$ cat src/rtl/controle_entrada_saida_pkg.sv
// Shared definitions for the I/O stall controller: FSM encoding, I/O opcodes
// and the counter width helper.
package controle_entrada_saida_pkg;

    // 3-bit state encoding
    localparam logic [2:0] EST_OCIOSO          = 3'd0;
    localparam logic [2:0] EST_IN_ESPERA_PRESS = 3'd1;
    localparam logic [2:0] EST_IN_ESPERA_SOLTA = 3'd2;
    localparam logic [2:0] EST_IN_FIM          = 3'd3;
    localparam logic [2:0] EST_OUT_CONTA       = 3'd4;
    localparam logic [2:0] EST_OUT_FIM         = 3'd5;

    typedef enum logic [2:0] {
        OCIOSO          = EST_OCIOSO,
        IN_ESPERA_PRESS = EST_IN_ESPERA_PRESS,
        IN_ESPERA_SOLTA = EST_IN_ESPERA_SOLTA,
        IN_FIM          = EST_IN_FIM,
        OUT_CONTA       = EST_OUT_CONTA,
        OUT_FIM         = EST_OUT_FIM
    } estado_t;

    // Opcodes shared with the instruction decoder
    localparam logic [5:0] OPCODE_IN  = 6'b010000;
    localparam logic [5:0] OPCODE_OUT = 6'b010001;

    // Counter width able to hold the larger of two load values
    function automatic int unsigned largura_contador(input int unsigned a,
                                                     input int unsigned b);
        return $clog2((a > b) ? a : b) + 1;
    endfunction

endpackage

$ cat src/rtl/controle_entrada_saida_debounce.sv
// debounce_botao: 2-flop synchronizer followed by a stability counter.
// Ports: clock, reset (async, active-high), botao (raw button),
//        botao_estavel (debounced level).
module debounce_botao
    import controle_entrada_saida_pkg::*;
#(
    parameter int unsigned DEBOUNCE_CICLOS = 500000
) (
    input  logic clock,
    input  logic reset,
    input  logic botao,
    output logic botao_estavel
);

    localparam int unsigned LARG_CONT = largura_contador(DEBOUNCE_CICLOS, 1);
    localparam logic [LARG_CONT-1:0] LIMITE = LARG_CONT'(DEBOUNCE_CICLOS - 1);

    logic                 r_sync1;
    logic                 r_sync2;
    logic                 r_estavel;
    logic [LARG_CONT-1:0] r_cont;

    // The count tracks consecutive samples that differ from the accepted level;
    // any sample equal to it restarts the count.
    always_ff @(posedge clock or posedge reset) begin
        if (reset) begin
            r_sync1   <= 1'b0;
            r_sync2   <= 1'b0;
            r_estavel <= 1'b0;
            r_cont    <= '0;
        end else begin
            r_sync1 <= botao;
            r_sync2 <= r_sync1;
            if (r_sync2 == r_estavel) begin
                r_cont <= '0;
            end else if (r_cont == LIMITE) begin
                r_estavel <= r_sync2;
                r_cont    <= '0;
            end else begin
                r_cont <= r_cont + LARG_CONT'(1);
            end
        end
    end

    assign botao_estavel = r_estavel;

endmodule

$ cat src/rtl/controle_entrada_saida.sv
// controle_entrada_saida: stalls the datapath for IN (operator confirm via
// debounced button) and OUT (fixed display hold) instructions.
// Ports: clock/reset; congela_in/congela_out requests from the control unit;
//        chaves, botao, dado_out inputs; congela (combinational stall),
//        dado_in, in_valido, display, aguardando_in registered outputs.
module controle_entrada_saida
    import controle_entrada_saida_pkg::*;
#(
    parameter int unsigned LARGURA_SW      = 16,
    parameter int unsigned DEBOUNCE_CICLOS = 500000,
    parameter int unsigned OUT_CICLOS      = 50000000
) (
    input  logic                  clock,
    input  logic                  reset,
    input  logic                  congela_in,
    input  logic                  congela_out,
    input  logic [LARGURA_SW-1:0] chaves,
    input  logic                  botao,
    input  logic [31:0]           dado_out,
    output logic                  congela,
    output logic [31:0]           dado_in,
    output logic                  in_valido,
    output logic [31:0]           display,
    output logic                  aguardando_in
);

    localparam int unsigned LARG_CONT = largura_contador(DEBOUNCE_CICLOS, OUT_CICLOS);
    localparam logic [LARG_CONT-1:0] CARGA_OUT = LARG_CONT'(OUT_CICLOS - 1);

    estado_t              r_estado;
    logic [LARG_CONT-1:0] r_cont;
    logic [31:0]          r_dado_in;
    logic [31:0]          r_display;
    logic                 r_in_valido;
    logic                 r_aguardando;
    logic                 w_botao_estavel;
    logic                 w_libera;

    debounce_botao #(
        .DEBOUNCE_CICLOS(DEBOUNCE_CICLOS)
    ) u_debounce (
        .clock        (clock),
        .reset        (reset),
        .botao        (botao),
        .botao_estavel(w_botao_estavel)
    );

    // Stall follows the decoder request immediately; released only in the *_FIM states
    assign w_libera = (r_estado == IN_FIM) || (r_estado == OUT_FIM);
    assign congela  = (congela_in | congela_out) & ~w_libera;

    // Handshake FSM with registered outputs
    always_ff @(posedge clock or posedge reset) begin
        if (reset) begin
            r_estado     <= OCIOSO;
            r_cont       <= '0;
            r_dado_in    <= '0;
            r_display    <= '0;
            r_in_valido  <= 1'b0;
            r_aguardando <= 1'b0;
        end else begin
            r_in_valido  <= 1'b0;
            r_aguardando <= 1'b0;
            case (r_estado)
                OCIOSO: begin
                    if (congela_in) begin
                        r_estado     <= IN_ESPERA_PRESS;
                        r_aguardando <= 1'b1;
                    end else if (congela_out) begin
                        r_display <= dado_out;
                        r_cont    <= CARGA_OUT;
                        r_estado  <= OUT_CONTA;
                    end
                end
                IN_ESPERA_PRESS: begin
                    if (!congela_in) begin
                        r_estado <= OCIOSO;
                    end else if (w_botao_estavel) begin
                        r_dado_in    <= 32'(chaves);
                        r_estado     <= IN_ESPERA_SOLTA;
                        r_aguardando <= 1'b1;
                    end else begin
                        r_aguardando <= 1'b1;
                    end
                end
                IN_ESPERA_SOLTA: begin
                    // Completion requires the release, so one press serves one IN
                    if (!congela_in) begin
                        r_estado <= OCIOSO;
                    end else if (!w_botao_estavel) begin
                        r_estado    <= IN_FIM;
                        r_in_valido <= 1'b1;
                    end else begin
                        r_aguardando <= 1'b1;
                    end
                end
                IN_FIM: begin
                    r_estado <= OCIOSO;
                end
                OUT_CONTA: begin
                    if (!congela_out) begin
                        r_estado <= OCIOSO;
                    end else if (r_cont == '0) begin
                        r_estado <= OUT_FIM;
                    end else begin
                        r_cont <= r_cont - LARG_CONT'(1);
                    end
                end
                OUT_FIM: begin
                    r_estado <= OCIOSO;
                end
                default: begin
                    r_estado <= OCIOSO;
                end
            endcase
        end
    end

    assign dado_in       = r_dado_in;
    assign in_valido     = r_in_valido;
    assign display       = r_display;
    assign aguardando_in = r_aguardando;

endmodule

$ cat config.mk
export PLATFORM = sky130hd
export DESIGN_NAME = controle_entrada_saida
export DESIGN_NICKNAME = d
export VERILOG_FILES = /design/src/rtl/controle_entrada_saida_pkg.sv /design/src/rtl/controle_entrada_saida_debounce.sv /design/src/rtl/controle_entrada_saida.sv
export SDC_FILE = /design/constraint.sdc
export NUM_CORES = 1
export LEC_CHECK = 0
export CAP_MARGIN = 10
export CORE_MARGIN = 1
export CORE_UTILIZATION = 35
export DETAILED_ROUTE_END_ITERATION = 16
export GPL_TIMING_DRIVEN = 0
export MAX_ROUTING_LAYER = met4
export PLACE_DENSITY_LB_ADDON = 0.15
export SYNTH_ARGS = -nofsm -noshare
export SYNTH_HDL_FRONTEND = slang
export SYNTH_SLANG_ARGS = --single-unit
export TNS_END_PERCENT = 30
$ cat constraint.sdc
create_clock -name clock -period 3.32 [get_ports clock]
set_input_delay 0.332 -clock clock [delete_from_list [all_inputs] [get_ports clock]]
set_output_delay 0.332 -clock clock [all_outputs]
set_load 0.05 [all_outputs]
==> results of run 1 <==
-- registers in the layout, indices dropped and copies added (netlist names) --
name,flops
aguardando_in,1
u_debounce.r_sync1,1
in_valido,1
r_cont,27
display,32
u_debounce.r_sync2,1
u_debounce.botao_estavel,1
u_debounce.r_cont,20
r_estado,3
dado_in,16
-- metal layers --
metal / up-vias / track usage [%] / share of wire (%)
met4: 0 / 4.69 / 1.1
met3: 9 / 5.37 / 6.5
met5: - / - / 0
met2: 111 / 25.5 / 45
met1: 1857 / 21.9 / 47
li1: 1943 / - / -
-- final timing paths --
kind / startpoint / endpoint / slack (ns)
setup / recovery: r_cont[21] / r_cont[11] / 0.34
hold / removal: u_debounce.r_sync1 / u_debounce.r_sync2 / 0.36
setup reg to reg: r_cont[21] / r_cont[11] / 0.34
hold reg to reg: u_debounce.r_sync1 / u_debounce.r_sync2 / 0.36
max in group asynchronous: reset / r_cont[7] / 2.20
min in group asynchronous: reset / display[30] / 0.43
-- logic make-up (layout without fill, tap and decap cells) --
kind of cell	count (synthesis)	count (layout)	synth area share [%]
compound gates	46	46	6.19
xor+xnor	20	20	3.60
fa+ha+maj	2	2	0.514
buf+inv	47	167	5.04
flops	103	103	52.9
mux	18	18	4.16
other cells	1	16	0.0770
simple gates	259	259	27.5
-- per-stage QoR --
step,power (mW),hold WS (ns),setup WS (ns)
floorplan,1.94,0.331,0.284
global placement,2.23,0.340,-1.39
detailed placement,2.24,0.341,0.331
CTS,3.58,0.367,0.334
global route,3.68,0.375,0.145
finish,3.53,0.359,0.343
-- cell usage after synthesis (10+ instances only) --
| library cell | count |
|---|---|
| nand2_1 | 108 |
| dfrtp_1 | 103 |
| nor2_1 | 37 |
| or3_1 | 24 |
| nand3_1 | 20 |
| mux2_2 | 18 |
| buf_4 | 17 |
| xnor2_1 | 16 |
| clkbuf_1 | 15 |
| a21oi_1 | 13 |
| o21ai_0 | 13 |
| or4_1 | 11 |
| inv_1 | 10 |
| nor3_1 | 10 |
| nor4_1 | 10 |
-- power by group through the flow --
stage / sequential, mW / combinational (mW) / clock, mW
floorplan: 1.75 / 0.194 / 0
finish: 1.41 / 0.806 / 1.31
global route: 1.42 / 0.855 / 1.40
detailed placement: 1.43 / 0.813 / 0
global placement: 1.43 / 0.804 / 0
CTS: 1.41 / 0.816 / 1.36
-- area by class of cell --
cell class              count  area (um2)
fillers                  1297        6810
flip-flops and latches    103        2580
multi-input cells         361        2100
repair buffers            104        1060
clock buffers              11         253
well taps                 176         220
plain buffers              37         208
clock inverters             5         128
inverters                  10        40.0
-- worst max-delay path, stage by stage, from the launching register on --
cell	delay [ns]
dfrtp_1	0.41
or4_1	0.63
nor3b_1	0.48
nor4b_2	0.61
buf_2	0.33
buf_4	0.21
o21ai_0	0.10
a21oi_1	0.13
-- placed cells by master (no fill, tap or decap), types with 4 or more instances in the layout --
master,instances
nand2_1,108
dfrtp_1,103
clkdlybuf4s50_1,103
nor2_1,37
or3_1,24
nand3_1,20
mux2_2,18
buf_4,17
xnor2_1,16
conb_1,16
clkbuf_1,15
a21oi_1,13
o21ai_0,13
or4_1,11
nor4_1,10
nor3_1,10
inv_1,9
clkbuf_16,9
or2_2,7
o31ai_1,7
nand2b_1,5
buf_2,4
and4_1,4
xor2_1,4
bufinv_16,4
==> summary.txt, run 1 <==
Run status
  • Status: completed

STA
  • Max-slew violations: 0
  • Fin Setup TNS: 0 ns
  • Peak Freq: 336 MHz
  • Setup violations, final: 0
  • Slew at the pin closest to its max-slew limit: 0.816 ns
  • Worst Skew: about 0.0077 ns
  • Hold Vio Cnt, Final: 0
  • Relative slew slack: 45.2%
  • RSZ-0062 raised after global routing: false
  • Tmin final: 2.98 ns
  • Tcrit/Tclk final: 89.7%

Routing
  • DR iter-0 viols: 216
  • Post-DR vias/cell: 4.86
  • Routed len/inst: 13.6 um
  • Total Wirelength: 11.0 mm
  • Vias: 3920
  • Detailed Routing Iterations Pass 1: 4
  • Remaining antenna violation count after routing: 0
  • Post-route DRC: 0

Floorplanning
  • Initial Util: 36.3%
  • # IOs: 120
  • Die X: roughly 120 um
  • Die area: 14400 um2
  • Die Span Y: about 120 um
  • Core footprint: ~13000 um2
  • Row cnt: between 40 and 50

Clock tree
  • Sink Count: 103
  • Worst-Skew Late Latency: 0.35 ns
  • Root buf cell: clkbuf_16
  • CTS Hold Bufs: 0
  • CTS resizes: 0
  • CTS HTree Levels: 3
  • Post-CTS Setup Inserts: 0
  • Clk pin slew, worst setup/hold paths: 0.07 ns
  • Inserted Clock Buffers: 9
  • CTS max path bufs: 2
  • CTS tree: done

Placement
  • IO Port Bufs: 103
  • HPWL Detailed: 7.74 mm
  • GPL Wtd Cong: between 0.7 and 0.8
  • Dpl cells: 791
  • Area post-placement: 6210 um2

Cells and area
  • Layout area overhead: 35.3%
  • Layout cell share with drive strength beyond 1: 11.9%
  • Nets: 681
  • Post-route insts no fill: 807
  • Design area: 6590 um2
  • Antenna cells: 0
  • Utilization after layout: about 50%

Global route
  • Vias in the first global route: roughly 3800
  • Initial antenna violation count: 0
  • Gr usage total: roughly 17%
  • Global-route wire length before repair: roughly 19 mm
  • Grt ovf: 0
  • Largest net degree at the start of global routing: 54

Power
  • Static Leak: 2.74 nW
  • Switch share: 29.6%
  • Clock power share: 37.3%
  • Sequential fraction of design power: 39.9%
  • Sw Pwr: 1.05 mW
  • Comb pwr share: 22.9%
  • Cell Pwr Density: 536 nW/um2
  • Worst VDD drop: 0.335 mV
  • Pint: 2.48 mW

Hold path
  • Hold Path Depth: 0
  • Worst hold path class: reg -> reg

Yosys
  • Post-synth EDFFs: 0
  • Gate Count Post-Synth: 496
  • Synthesized area: 4870 um2
  • Number of synthesis warnings: 0
  • Main synth FF type: dfrtp_1
  • Top cells by area, synth: dfrtp_1 (53%), nand2_1 (8.3%), mux2_2 (4.2%)
  • Post-synth top area share: 52.9%
  • Async SR Flop Fraction: 100%
  • Sequential fraction of the synthesis area: 52.9%
  • Yosys reg bits: approximately 100
  • Mapped Avg Cell Area: 9.82 um2
  • Distinct cells, synth: 49
  • Biggest area consumer among synthesized cells: dfrtp_1

Worst setup path
  • Worst Path Required: 3.59 ns
  • Startpoint Class: flip-flop
  • Setup Crit Path Kind: reg -> reg
  • Arr. time, crit path: ~3.3 ns
  • Nature of the critical path endpoint: flip-flop
  • Worst R2R Path Depth: 7
  • CP Max Fanout: 10

Run
  • Max_cap viols: 0
Note: power is estimated with default switching activity, not from simulation.
==> inputs of run 2 (changes only) <==
--- a/config.mk
+++ b/config.mk
@@ -7,7 +7,7 @@
 export LEC_CHECK = 0
 export CAP_MARGIN = 10
 export CORE_MARGIN = 1
-export CORE_UTILIZATION = 35
+export CORE_UTILIZATION = 30
 export DETAILED_ROUTE_END_ITERATION = 16
 export GPL_TIMING_DRIVEN = 0
 export MAX_ROUTING_LAYER = met4
==> summary.txt, run 2 (same netlist as run 1, synthesis figures left out) <==
Run status
  • Status: completed (unchanged)

Cells and area
  • Filler Cell Count: 1577 (was 1297)
  • Nets: 681 (unchanged)
  • Post-route insts no fill: 845 (was 807)
  • Design area: 6550 um2 (was 6590 um2)
  • Layout cell share with drive strength beyond 1: 11.4% (was 11.9%)
  • Commonest non-fill, non-tap cell in the layout: nand2_1 (unchanged)
  • Most frequent cells in the layout: nand2_1 (108), dfrtp_1 (103), clkdlybuf4s50_1 (103) (unchanged)
  • Sequential cell area: 2580 um2 (unchanged)
  • Layout area overhead: 34.5% (was 35.3%)
  • Max reg flops: 32 (unchanged)
  • Area of the multi-input gates: 2100 um2 (unchanged)
  • Antenna cells: 0 (unchanged)

Placement
  • GPL Wtd Cong: 0.746 (was 0.777)
  • Area post-placement: 6250 um2 (was 6210 um2)
  • HPWL Detailed: 7.84 mm (was 7.74 mm)
  • IO Port Bufs: 103 (unchanged)
  • Dpl cells: 831 (was 791)

Global route
  • Largest net degree at the start of global routing: 65 (was 54)
  • Global-route wire length before repair: 18.7 mm (about the same)
  • Gr usage total: 14.8% (was 16.9%)
  • Grt ovf: 0 (unchanged)
  • Vias in the first global route: 3822 (was 3787)
  • Initial antenna violation count: 0 (unchanged)

STA
  • Worst Skew: 0.00660 ns (was 0.00775 ns)
  • Hold WS: 0.353 ns (was 0.359 ns)
  • Setup violations, final: 0 (unchanged)
  • Peak Freq: 323 MHz (was 336 MHz)
  • Relative slew slack: 45.0% (was 45.2%)
  • Max-slew violations: 0 (unchanged)
  • Hold Vio Cnt, Final: 0 (unchanged)
  • Tmin final: 3.09 ns (was 2.98 ns)
  • Slew at the pin closest to its max-slew limit: 0.825 ns (was 0.816 ns)
  • RSZ-0062 raised after global routing: false (unchanged)
  • Tcrit/Tclk final: 93.1% (was 89.7%)

Floorplanning
  • Initial Util: 30.6% (was 36.3%)
  • Die area: 16700 um2 (was 14400 um2)
  • Core footprint: 15900 um2 (was 13400 um2)
  • Die Span Y: 129 um (was 120 um)
  • Row cnt: 46 (was 42)
  • # IOs: 120 (unchanged)
  • Die X: 129 um (was 120 um)

Clock tree
  • CTS max path bufs: 2 (unchanged)
  • Root buf cell: clkbuf_16 (unchanged)
  • Worst-Skew Late Latency: 0.35 ns (about the same)
  • Inserted Clock Buffers: 9 (unchanged)
  • Sink Count: 103 (unchanged)
  • CTS tree: done (unchanged)
  • CTS resizes: 0 (unchanged)
  • CTS Hold Bufs: 0 (unchanged)
  • CTS HTree Levels: 3 (unchanged)
  • Clk pin slew, worst setup/hold paths: 0.07 ns (about the same)
  • Post-CTS Setup Inserts: 0 (unchanged)

Worst setup path
  • Delay-heaviest family, CP: simple AND/OR/NAND/NOR gates (unchanged)
  • Arr. time, crit path: 3.33 ns (was 3.25 ns)
  • Worst Path Required: 3.55 ns (was 3.59 ns)
  • Worst path max stage delay: 0.73 ns (was 0.63 ns)
  • FF-to-FF End: r_cont[3] (was r_cont[11])
  • Worst R2R Path Depth: 7 (unchanged)
  • Slowest cell on crit path: nor4_1 (was or4_1)
  • Critical path buffer and inverter count: 2 (unchanged)
  • Nature of the critical path endpoint: flip-flop (unchanged)
  • Startpoint Class: flip-flop (unchanged)
  • Worst path cell trace: nor4_1, nand4_1, nor4b_2, buf_2, buf_4, o21ai_0, o311ai_0 (was or4_1, nor3b_1, nor4b_2, buf_2, buf_4, o21ai_0, a21oi_1)
  • CP Max Fanout: 10 (unchanged)
  • Setup Crit Path Kind: reg -> reg (unchanged)
  • Levels on crit path: 7 (unchanged)
  • Reg2reg start: r_cont[13] (was r_cont[21])
  • Flop2flop setup slack: 0.23 ns (was 0.34 ns)

Hold path
  • Hold Path Depth: 0 (unchanged)
  • Hold path start: u_debounce.r_sync1 (unchanged)
  • Hold endpoint: u_debounce.r_sync2 (unchanged)
  • Worst hold path class: reg -> reg (unchanged)

Routing
  • Remaining antenna violation count after routing: 0 (unchanged)
  • Post-DR vias/cell: 4.62 (was 4.86)
  • Routed len/inst: 13.2 um (was 13.6 um)
  • Vias: 3900 (was 3920)
  • Post-route DRC: 0 (unchanged)
  • DR iter-0 viols: 211 (was 216)
  • Total Wirelength: 11.1 mm (was 11.0 mm)
  • Detailed Routing Iterations Pass 1: 4 (unchanged)

Power
  • Worst VDD drop: 0.326 mV (was 0.335 mV)
  • Cell Pwr Density: 508 nW/um2 (was 536 nW/um2)
  • Static Leak: 2.70 nW (was 2.74 nW)

Run
  • Max_cap viols: 0 (unchanged)
[run 2: changes by cell type in the layout (fill, tap and decap cells not counted)]
| cell | delta |
|---|---|
| bufinv_16 | -2 |
| clkbuf_1 | +1 |
| clkbuf_8 | -2 |
| buf_16 | -1 |
| clkinv_2 | +1 |
| buf_12 | +1 |
[run 2: final cells by class]
type / instances / share of cell area (%)
multi-input cells: 361 / 32.1
clock inverters: 4 / 1.11
flip-flops and latches: 103 / 39.4
clock buffers: 10 / 3.50
inverters: 10 / 0.611
repair buffers: 104 / 16.0
plain buffers: 37 / 3.17
well taps: 216 / 4.13
[run 2: worst register-to-register path: cells and delay by family (launching register included)]
family	cells	cell delay, ns
simple gates	3	1.81
buf+inv	2	0.55
flops	1	0.41
compound gates	2	0.21
[run 2: per-layer routing]
metal  vias up  routed length, um  GRT usage (%)
li1       1940                  -              -
met1      1853               5280           18.8
met2        93               5070           22.5
met3        14                591           3.72
met4         0                184           6.16
met5         -                  0              -
[run 2: power by group]
| part | leakage [nW] | internal, mW | switching, mW |
|---|---|---|---|
| Sequential | 1.27 | 1.35 | 0.0575 |
| Combinational | 1.29 | 0.274 | 0.531 |
| Clock | 0.144 | 0.652 | 0.459 |
[run 2: worst max path at each step]
| stage | from | endpoint | slack, ns |
|---|---|---|---|
| 3_3_place_gp | reset | dado_in[6] | -1.44 |
| 3_5_place_dp | r_cont[13] | r_cont[3] | 0.27 |
| 4_1_cts | r_cont[13] | r_cont[3] | 0.25 |
| 2_1_floorplan | reset | aguardando_in | 0.28 |
| 6_report | r_cont[13] | r_cont[3] | 0.23 |
| 5_1_grt | r_cont[13] | r_cont[16] | 0.05 |
[run 2: per-stage QoR]
| step | total power, mW | setup TNS, ns | utilization, % | setup slack [ns] |
|---|---|---|---|---|
| final | 3.33 | 0 | 41.2 | 0.228 |
| after global routing | 3.48 | 0 | 41.2 | 0.0467 |
| after CTS | 3.37 | 0 | 41.2 | 0.248 |
| after detailed placement | 2.24 | 0 | 39.3 | 0.271 |
| after global placement | 2.23 | -147.42 | 39.2 | -1.44 |
| after floorplan | 1.94 | 0 | - | 0.284 |
==> inputs of run 3 (changes only) <==
--- a/config.mk
+++ b/config.mk
@@ -8,6 +8,7 @@
 export CAP_MARGIN = 10
 export CORE_MARGIN = 1
 export CORE_UTILIZATION = 30
+export CTS_CLUSTER_SIZE = 12
 export DETAILED_ROUTE_END_ITERATION = 16
 export GPL_TIMING_DRIVEN = 0
 export MAX_ROUTING_LAYER = met4
==> results of run 3 <==
No change in the layout: final DEF, timing and power equal those of run 2.
==> patch (settings of run 3) <==
`OUT_CICLOS`: 50000000 -> 100000000.
--- a/src/rtl/controle_entrada_saida.sv
+++ b/src/rtl/controle_entrada_saida.sv
@@ -8,7 +8,7 @@
 #(
     parameter int unsigned LARGURA_SW      = 16,
     parameter int unsigned DEBOUNCE_CICLOS = 500000,
-    parameter int unsigned OUT_CICLOS      = 50000000
+    parameter int unsigned OUT_CICLOS      = 100000000
 ) (
     input  logic                  clock,
     input  logic                  reset,
Check against the original RTL: no difference found for any inputs over 4 cycles, from zero or initial values and one cycle with reset high; that may be too few to reach the edited logic, so the function may still have changed.
==> patch against run 3 <==
  * Routed wire length rose by 4.6%
  * Final area fell by 1.4%
  * Worst hold slack improved by 0.0078 ns
  * Count of clock-buffer cells in the layout did not move
  * Combinational power rose by 0.9%
  * Via count fell by 2.0%
  * Sequential cell count rose by 1
  * Synthesized area fell by 2.1%
  * Worst setup slack improved by 0.28 ns
  * Total power rose by 0.46%
==> patch: results (changes against run 3) <==
- Outcome: finished, final reports clean (unchanged)
- Non-Filler Instances: 828 (was 845)
- Post-DP HPWL: 8198 µm (was 7837 µm)
- Nets: 668 (was 681)
- First-pass GRT wire length: 19,400 µm (was 18,690 µm)
- Vias in the first global route: 3,868 (was 3,822)
- GP Congestion: 0.7867 (was 0.7456)
- ANT cells: 0 (unchanged)
- Pleak: 2.734 nW (was 2.702 nW)
- WP data arrival: 3.02 ns (was 3.33 ns)
- Slowest stage delay, CP: 0.67 ns (was 0.73 ns)
- Final WL: 11,630 µm (was 11,120 µm)
- Ys async rst share: 100.0% (unchanged)
- Initial antenna violation count: 0 (unchanged)
- Initial drt markers: 180 (was 211)
- Share of layout cells above drive strength 1: 10.05% (was 11.45%)
- Fill cells: 1,506 (was 1,577)
- Input/output buffers: 103 (unchanged)
- Clock skew: 0.01282 ns (was 0.006602 ns)
- Largest net degree at the start of global routing: 59 (was 65)
- Place WS: 0.1479 ns (was 0.2708 ns)
- Root Buffer: clkbuf_16 (unchanged)
- Synth area leaders: dfrtp_1 (55%), nand2_1 (8.9%), mux2_2 (4.0%) (was dfrtp_1 (53%), nand2_1 (8.3%), mux2_2 (4.2%))
- Sequential area share after synthesis: 54.62% (was 52.94%)
- Placed cells: 812 (was 831)
- CP max-delay cell: nor4b_2 (was nor4_1)
- TritonCTS Buffers: 9 (unchanged)
- Synth top cells by count: nand2_1 (113), dfrtp_1 (104), nor2_1 (35), nand3_1 (19), mux2_2 (17) (was nand2_1 (108), dfrtp_1 (103), nor2_1 (37), or3_1 (24), nand3_1 (20))
- Slew HR: 26.05% (was 44.97%)
- Vias: 3,821 (was 3,900)
- Max reg flops: 32 (unchanged)
- Post-CTS sizing: 0 (unchanged)
- GRT Util Overall: 15.78% (was 14.84%)
- Die Span X: 128.0 µm (was 129.4 µm)
- Post-synthesis cell count: 482 (was 496)
- Yosys cell types: 51 (was 49)
- Peak VDD IR: 242.6 µV (was 326.0 µV)
patch: final cells by class:
cell class	count	share of cell area [%]
clock inverter	6	1.163
clock buffer	10	3.547
buffer	36	3.198
inverter	7	0.4457
tap	211	4.089
multi-input combinational	350	30.85
sequential	104	40.31
timing repair buffer	104	16.40
patch: path summary, 6_finish.rpt:
kind                                         startpoint                      endpoint  slack, ns  cells past startpoint
setup reg to reg                 r_cont[12]$_DFFE_PP0P_         r_cont[4]$_DFFE_PP0P_       0.50                      6
setup / recovery                 r_cont[12]$_DFFE_PP0P_         r_cont[4]$_DFFE_PP0P_       0.50                      6
hold / removal             u_debounce.r_sync1$_DFF_PP0_  u_debounce.r_sync2$_DFF_PP0_       0.36                      0
min in group asynchronous                         reset       display[12]$_DFFE_PP0P_       0.45                      2
max in group asynchronous                         reset       aguardando_in$_DFF_PP0_       2.18                      3
hold reg to reg            u_debounce.r_sync1$_DFF_PP0_  u_debounce.r_sync2$_DFF_PP0_       0.36                      0
patch: report_power, final:
part | leakage [nW] | total (mW) | switching [mW] | internal [mW]
sequential | 1.28 | 1.43 | 0.0612 | 1.37
combinational | 1.31 | 0.813 | 0.538 | 0.275
clock | 0.146 | 1.10 | 0.502 | 0.599
patch: metrics by stage:
step / area (µm²) / total power [mW] / hold WS (ns)
detailed placement: 6146 / 2.270 / 0.3471
floorplan: 4821 / 1.956 / 0.3312
global placement: 6116 / 2.262 / 0.3466
finish: 6456 / 3.341 / 0.3606
CTS: 6450 / 3.400 / 0.3641
global route: 6456 / 3.494 / 0.3668
patch: worst register-to-register path, cell delays in order (launching register included):
cell and delay, ns:
dfrtp_1 0.42, nor3_1 0.60, nor4b_2 0.67, a31oi_1 0.28
clkbuf_1 0.31, a311oi_1 0.32, a41oi_1 0.07
patch: logic make-up after synthesis:
kind of cell	share of synthesized area [%]
buffers and inverters	4.885
other	0.07871
multiplexers	4.858
adder cells (fa/ha/maj)	0.7879
AO/OA/AOI/OAI	6.381
XOR/XNOR	3.860
flip-flops	54.62
AND/OR/NAND/NOR	24.53
patch: layer usage:
metal	vias up	wire (µm)	part of all wire [%]	track usage, %
met1	1827	5613	48	20.20
met4	0	137	1.2	4.913
met5	-	0	0	-
li1	1881	-	-	-
met3	9	747	6.4	4.800
met2	104	5132	44	23.91
